[config.mk]
export PLATFORM = sky130hd
export DESIGN_NAME = spike_vector_packer
export DESIGN_NICKNAME = d
export VERILOG_FILES = /design/src/rtl/spike_vector_packer.sv
export SDC_FILE = /design/constraint.sdc
export NUM_CORES = 1
export LEC_CHECK = 0
export ABC_AREA = 1
export BUFFER_PORTS_ARGS = -buffer_cell sky130_fd_sc_hd__buf_2
export CORE_MARGIN = 2
export CORE_UTILIZATION = 53
export DETAILED_ROUTE_END_ITERATION = 8
export MAX_ROUTING_LAYER = met4
export PLACE_DENSITY = 0.69
export SLEW_MARGIN = 20
export SYNTH_ARGS = -nofsm -noshare
export SYNTH_HDL_FRONTEND = slang
export SYNTH_SLANG_ARGS = --single-unit
[constraint.sdc]
create_clock -name wb_clk_i -period 19.8 [get_ports wb_clk_i]
set_input_delay 2.97 -clock wb_clk_i [delete_from_list [all_inputs] [get_ports wb_clk_i]]
set_output_delay 2.97 -clock wb_clk_i [all_outputs]
set_load 0.01 [all_outputs]
[src/rtl/spike_vector_packer.sv]
// Collects serial per-neuron spike beats into a shadow vector and publishes it with a one-cycle strobe.
// Define SPIKE_VECTOR_PACKER_ORDER_CHECK_EN to drop out-of-order beats and raise a sticky err_o.
module spike_vector_packer #(
   parameter int NUM_NEURONS = 256,
   parameter int IDX_W       = $clog2(NUM_NEURONS)
) (
   input  logic                   wb_clk_i,
   input  logic                   wb_rst_i,
   input  logic                   tick_i,
   input  logic                   neuron_valid_i,
   input  logic [IDX_W-1:0]       neuron_idx_i,
   input  logic                   spike_i,
   output logic                   ready_o,
   output logic                   busy_o,
   output logic [NUM_NEURONS-1:0] spike_vector_o,
   output logic [IDX_W:0]         spike_count_o,
   output logic                   enable_calc_o,
   output logic                   err_o
);

   typedef enum logic [1:0] {
      IDLE    = 2'd0,
      COLLECT = 2'd1,
      PUBLISH = 2'd2
   } state_e;

   state_e                 state_q, state_d;
   logic [NUM_NEURONS-1:0] shadow_q, shadow_d;
   logic [NUM_NEURONS-1:0] vector_q, vector_d;
   logic [IDX_W:0]         cnt_q, cnt_d;
   logic [IDX_W:0]         count_q, count_d;
   logic [IDX_W:0]         shadow_pop;
   logic                   strobe_q, strobe_d;
   logic                   in_order;
`ifdef SPIKE_VECTOR_PACKER_ORDER_CHECK_EN
   logic                   err_q, err_d;
`endif

   always_comb begin
      shadow_pop = '0;
      for (int k = 0; k < NUM_NEURONS; k++) begin
         shadow_pop = shadow_pop + {{IDX_W{1'b0}}, shadow_q[k]};
      end
   end

`ifdef SPIKE_VECTOR_PACKER_ORDER_CHECK_EN
   assign in_order = (neuron_idx_i == cnt_q[IDX_W-1:0]);
`else
   assign in_order = 1'b1;
`endif

   // A tick always beats a same-cycle beat; PUBLISH ignores both.
   always_comb begin
      state_d  = state_q;
      shadow_d = shadow_q;
      vector_d = vector_q;
      cnt_d    = cnt_q;
      count_d  = count_q;
      strobe_d = 1'b0;
`ifdef SPIKE_VECTOR_PACKER_ORDER_CHECK_EN
      err_d    = err_q;
`endif
      case (state_q)
         IDLE: begin
            if (tick_i) begin
               shadow_d = '0;
               cnt_d    = '0;
               state_d  = COLLECT;
`ifdef SPIKE_VECTOR_PACKER_ORDER_CHECK_EN
               err_d    = 1'b0;
`endif
            end
         end
         COLLECT: begin
            if (tick_i) begin
               shadow_d = '0;
               cnt_d    = '0;
`ifdef SPIKE_VECTOR_PACKER_ORDER_CHECK_EN
               err_d    = 1'b0;
`endif
            end else if (neuron_valid_i) begin
               if (in_order) begin
                  for (int k = 0; k < NUM_NEURONS; k++) begin
                     if (neuron_idx_i == IDX_W'(k)) begin
                        shadow_d[NUM_NEURONS-1-k] = spike_i;
                     end
                  end
                  cnt_d = cnt_q + 1'b1;
                  if (cnt_q == (IDX_W+1)'(NUM_NEURONS-1)) begin
                     state_d = PUBLISH;
                  end
               end else begin
`ifdef SPIKE_VECTOR_PACKER_ORDER_CHECK_EN
                  err_d = 1'b1;
`endif
               end
            end
         end
         PUBLISH: begin
            vector_d = shadow_q;
            count_d  = shadow_pop;
            strobe_d = 1'b1;
            state_d  = IDLE;
         end
         default: state_d = IDLE;
      endcase
   end

   always_ff @(posedge wb_clk_i) begin
      if (wb_rst_i) begin
         state_q  <= IDLE;
         shadow_q <= '0;
         vector_q <= '0;
         cnt_q    <= '0;
         count_q  <= '0;
         strobe_q <= 1'b0;
`ifdef SPIKE_VECTOR_PACKER_ORDER_CHECK_EN
         err_q    <= 1'b0;
`endif
      end else begin
         state_q  <= state_d;
         shadow_q <= shadow_d;
         vector_q <= vector_d;
         cnt_q    <= cnt_d;
         count_q  <= count_d;
         strobe_q <= strobe_d;
`ifdef SPIKE_VECTOR_PACKER_ORDER_CHECK_EN
         err_q    <= err_d;
`endif
      end
   end

   assign ready_o        = (state_q == COLLECT);
   assign busy_o         = (state_q != IDLE);
   assign spike_vector_o = vector_q;
   assign spike_count_o  = count_q;
   assign enable_calc_o  = strobe_q;
`ifdef SPIKE_VECTOR_PACKER_ORDER_CHECK_EN
   assign err_o          = err_q;
`else
   assign err_o          = 1'b0;
`endif

endmodule
=== Word-level counts from Yosys, hierarchy flattened ===
Cells that the tools add are included.

* Muxes and demuxes: 270
* Reduce and logical (&&, ||, !) cells: 262
* Add/sub/neg operators: 256
* Equal/unequal tests: 519

{| class="wikitable"
|+ Operators with widths
! kind !! number
|-
| $add A9 B1 Y9 || 247
|-
| $reduce_and A4 Y1 || 257
|-
| $eq A8 B8 Y1 const B || 128
|-
| $mux W256 || 3
|-
| $ne A3 B2 Y1 const B || 256
|-
| $eq A8 B7 Y1 const B || 64
|-
| $pmux W256 S2 || 1
|-
| $mux W1 || 257
|-
| $eq A8 B6 Y1 const B || 32
|-
| $eq A8 B5 Y1 const B || 16
|-
| $eq A8 B4 Y1 const B || 8
|-
| $eq A8 B3 Y1 const B || 4
|-
| $mux W9 || 3
|-
| $pmux W9 S2 || 1
|-
| $eq A8 B2 Y1 const B || 2
|-
| $add A8 B1 Y9 || 1
|-
| $add A9 B1 Y9 const B || 1
|-
| $eq A9 B8 Y1 const B || 1
|-
| $add A7 B1 Y8 || 1
|-
| $eq A8 B1 Y1 const B || 1
|-
| $logic_not A8 Y1 || 1
|-
| $mux W2 || 4
|-
| $add A6 B1 Y7 || 1
|-
| $add A5 B1 Y6 || 1
|-
| other kinds (13) || 16
|}

* Input port bits: 13
* Output and inout port bits: 269
* Word-level logic and storage cells: 1568
* Bits in registers: 533

=== Logic depth before layout (Yosys ltp) ===
* Word-level depth: 255
* Gate-level depth with buffers: 31
* Depth with buffers taken out: 31

=== Least setup slack after synthesis ===
OpenSTA, ideal clock, no wires.

* Kind: reg2reg
* From: reg shadow_q[149]
* To: reg count_q[8], in the netlist spike_count_o[8]
* Required time: 19744 ps
* Arrival time: 7040 ps
* Clock period less this slack: 7095 ps
* Stages on the path, launching flop included: 30
* Slack: 12705 ps
* Cell sequence: dfxtp_1 -> fa_1 -> inv_1 -> fa_1 -> fa_1 -> inv_1 -> fa_1 -> inv_1 -> fa_1 -> inv_1 -> fa_1 -> inv_1 -> fa_1 -> inv_1 -> fa_1 -> fa_1 -> fa_1 -> inv_1 -> fa_1 -> inv_1 -> ha_1 -> inv_1 -> fa_1 -> inv_1 -> nand4_1 -> nand3_1 -> nand3_1 -> nand2_1 -> nand2_1 -> inv_1

* Longest elaborated chain between the ends: 107

{| class="wikitable"
|+ Ends and longest elaborated chain
! element !! line !! text
|-
| start, declared || 28 || <nowiki>logic [NUM_NEURONS-1:0] shadow_q, shadow_d;</nowiki>
|-
| start signal, assigned || 122 || <nowiki>shadow_q <= shadow_d;</nowiki>
|-
| $add A9 B1 Y9 (107 in a row) || 42 || <nowiki>shadow_pop = shadow_pop + {{IDX_W{1'b0}}, shadow_q[k]};</nowiki>
|-
| end signal, assigned || 125 || <nowiki>count_q <= count_d;</nowiki>
|-
| end, declared || 31 || <nowiki>logic [IDX_W:0] count_q, count_d;</nowiki>
|}

Every way passes these cells.
A chain may end at the register's enable or synchronous reset.

=== Final worst setup path ===
Same ends and word-level chain as after synthesis.

==> metrics.log <==
[metrics] run status: finished clean
[metrics] count of buffers added by post-CTS timing repair for setup: 0
[metrics] fraction of final layout cells sized beyond drive strength 1: 11.26%
[metrics] Layout area overhead: 11.81%
[metrics] overall routing resource usage: 32.31%
[metrics] startpoint kind of the worst setup timing path: register
[metrics] Final Critical Period: approximately 7500 ps
[metrics] Max transition margin: a little under a fifth
[metrics] Final Net Count: around 4.0k
[metrics] min-delay src: cnt_q[4]
[metrics] number of unique standard cell types used by synthesis: 33
[metrics] max-cap check violation count: 0
[metrics] area of the core region: approximately 0.052 mm^2
[metrics] critical path capture point type: register
[metrics] class of the worst hold path: register to register
[metrics] Critical Path RT: 20370 ps
[metrics] number of flip-flops and latches in the synthesized netlist: between 500 and 600
[metrics] First-pass DRT Iterations: 6
[metrics] total CTS buffers: between 50 and 60
[metrics] Clock Path Buffers: 3
[metrics] clock sinks: between 500 and 600
[metrics] insertion delay to the later sink of the worst-skew pair: 620 ps
[metrics] synthesized cell area: 0.02792 mm^2
[metrics] worst setup path start: shadow_q[149]
[metrics] Critical Path AT: slightly above 8000 ps
[metrics] post-route core utilization: approximately 60%
[metrics] Port Buf Inserts: 280
[metrics] die boundary height: roughly 230 um
[metrics] wire length of the first global-routing pass: approximately 130000 um
[metrics] area of the die: ~0.055 mm^2
[metrics] antenna-violating nets left: 0
[metrics] TritonCTS clock tree: built
[metrics] clock tree skew after final layout: around 13 ps
[metrics] Period Utilization, post-route: between 30 and 40%
[metrics] post-cts gate resize count: 0
[metrics] number of core rows: 84
[metrics] boundary pin count: about 280
[metrics] post-synthesis area per instance: around 7.8 um^2
[metrics] average via count per standard cell: around 5.5
[metrics] Seq/Total Area, Yosys: 38.22%
[metrics] Initial Util: 53.34%
[metrics] drt first-iter violations: approximately 2.7k
[metrics] routed wire length: just under 90000 um
[metrics] hold-fix buffer count after cts: 0
[metrics] routability congestion estimate from global placement: ~0.97
[metrics] maximum number of pins on one net before global-route repair: 151
[metrics] final routed DRC violation total: 0
[metrics] Worst-path clk slew: roughly 60 ps
[metrics] sequential cell area: 0.01067 mm^2
[metrics] routed length on met2: a little under 40000 um
[metrics] Post-Route Setup TNS: 0 ps
[metrics] largest driver fanout on the critical path: 3
[metrics] number of inserted filler cells in the final layout: between 4k and 5k
[metrics] count of endpoints failing hold in the final timing report: 0
[metrics] antenna violations before repair: 3
[metrics] M1 wire length: 36590 um
[metrics] reg2reg start: shadow_q[149]
[metrics] worst stage delay on the critical path: 540 ps
[metrics] number of max-slew violations in the final report: 0
[metrics] cell at the root of the clock tree: sky130_fd_sc_hd__clkbuf_16
[metrics] warning count from the yosys run: 0
[metrics] CTS H-tree lvls: 2
[metrics] top metal layer carrying routed signals: met4
[metrics] Horiz. Die Dim: approximately 230 um
[metrics] transition time at the pin with the least slew margin: 1213 ps
[metrics] detailed placement HPWL: 59470 um
[metrics] peak clock frequency supported by timing: ~130 MHz
[metrics] total setup violations reported at the end of the flow: 0
[metrics] Synth Net Count: approximately 3.9k
[metrics] worst setup path class: register to register
[metrics] number of cells produced by synthesis: roughly 3.6k
[metrics] detailed-route wire length per cell: about 20 um
[metrics] cell repeated most along the worst path: sky130_fd_sc_hd__fa_1
[metrics] area used by multi-input combinational logic: roughly 0.015 mm^2
[metrics] setup repair after global routing missed its margin: no
[metrics] vias after detailed routing: ~24k
[metrics] cell with the biggest individual delay on the critical path: sky130_fd_sc_hd__fa_1
[metrics] number of global-route vias before repair: 22.04k
[metrics] total congestion overflow: 0
[metrics] total met3 wirelength after detailed routing: a little under 7000 um
==> worst paths after layout <==
path | to | slack [ps] | depth (start not counted)
worst min-delay path | cnt_q[4] | 450 | 2
worst max-delay path | spike_count_o[8] | 12300 | 29
worst max register to register | spike_count_o[8] | 12300 | 29
worst min register to register | cnt_q[4] | 450 | 2
==> cells by family (layout without fill, tap and decap cells) <==
kind of cell | count (synthesis) | in the layout | share of synthesized area, %
flops | 533 | 533 | 38.22
other cells | 1 | 3 | 0.01343
buf+inv | 651 | 796 | 9.089
simple gates | 1215 | 1215 | 17.69
compound gates | 870 | 870 | 15.67
fa+ha+maj | 283 | 283 | 19.19
xor+xnor | 4 | 4 | 0.1255
==> stage by stage <==
| step | hold slack, ps | instances | area (um^2) | setup slack (ps) |
|---|---|---|---|---|
| floorplan | 423.1 | 3557 | 27920 | 12700 |
| global placement | 437.5 | 4293 | 29330 | 12350 |
| detailed placement | 442.2 | 4293 | 29330 | 12330 |
| CTS | 450.6 | 4390 | 31210 | 12310 |
| global route | 480.6 | 4391 | 31210 | 11940 |
| finish | 445.6 | 4392 | 31220 | 12300 |
==> sequential cells by signal (all words and copies together), names as in the netlist <==
| register | cells |
|---|---|
| spike_count_o | 9 |
| enable_calc_o | 1 |
| state_q | 2 |
| cnt_q | 9 |
| spike_vector_o | 256 |
| shadow_q | 256 |
==> layout make-up <==
class                           instances  area share (%)
Clock inverter                         19          0.8137
Sequential cell                       533           34.18
Inverter                              399           4.830
Tap cell                              688           2.758
Timing Repair Buffer                  300           4.970
Antenna cell                            2         0.01603
Multi-Input combinational cell       2373           47.22
Clock buffer                           78           5.207
==> worst max-delay path: cells and delay by family, from the launching register on <==
kind	cells	cell delay [ps]
flops	1	340
buf+inv	11	700
simple gates	5	450
fa+ha+maj	13	5970
==> synth_stat cells (all sizes together) <==
cell type	n	area, um^2
a211oi	1	7.510
a21boi	6	45.04
a21oi	352	1762
and3	1	6.260
buf	87	414.2
clkbuf	165	625.6
conb	1	3.750
dfxtp	533	10670
fa	242	4845
ha	41	513.0
inv	399	1498
nand2	357	1343
nand3	268	1341
nand3b	2	15.01
nand4	2	12.51
nor2	580	2192
nor3	2	10.01
nor4	1	6.260
o21ai	508	2542
o22ai	3	18.77
or2	2	12.52
xnor2	2	17.52
xor2	2	17.52
==> cells in the final DEF, fill, tap and decap left out, types with 221 or more instances in the layout <==
master	count
sky130_fd_sc_hd__dfxtp_1	533
sky130_fd_sc_hd__o21ai_0	287
sky130_fd_sc_hd__nor2_1	575
sky130_fd_sc_hd__inv_1	379
sky130_fd_sc_hd__o21ai_1	221
sky130_fd_sc_hd__a21oi_1	352
sky130_fd_sc_hd__nand2_1	354
sky130_fd_sc_hd__nand3_1	268
sky130_fd_sc_hd__fa_1	242
sky130_fd_sc_hd__buf_2	280
==> routing by layer <==
metal / vias up / track usage [%]
met5: - / -
met4: 0 / 13.96
met3: 181 / 4.431
met2: 1041 / 47.92
met1: 11540 / 44.36
li1: 11570 / -
Power is left out: the tool's default activity adds up to more than one toggle a clock period on the data nets, which glitch-free logic cannot reach.
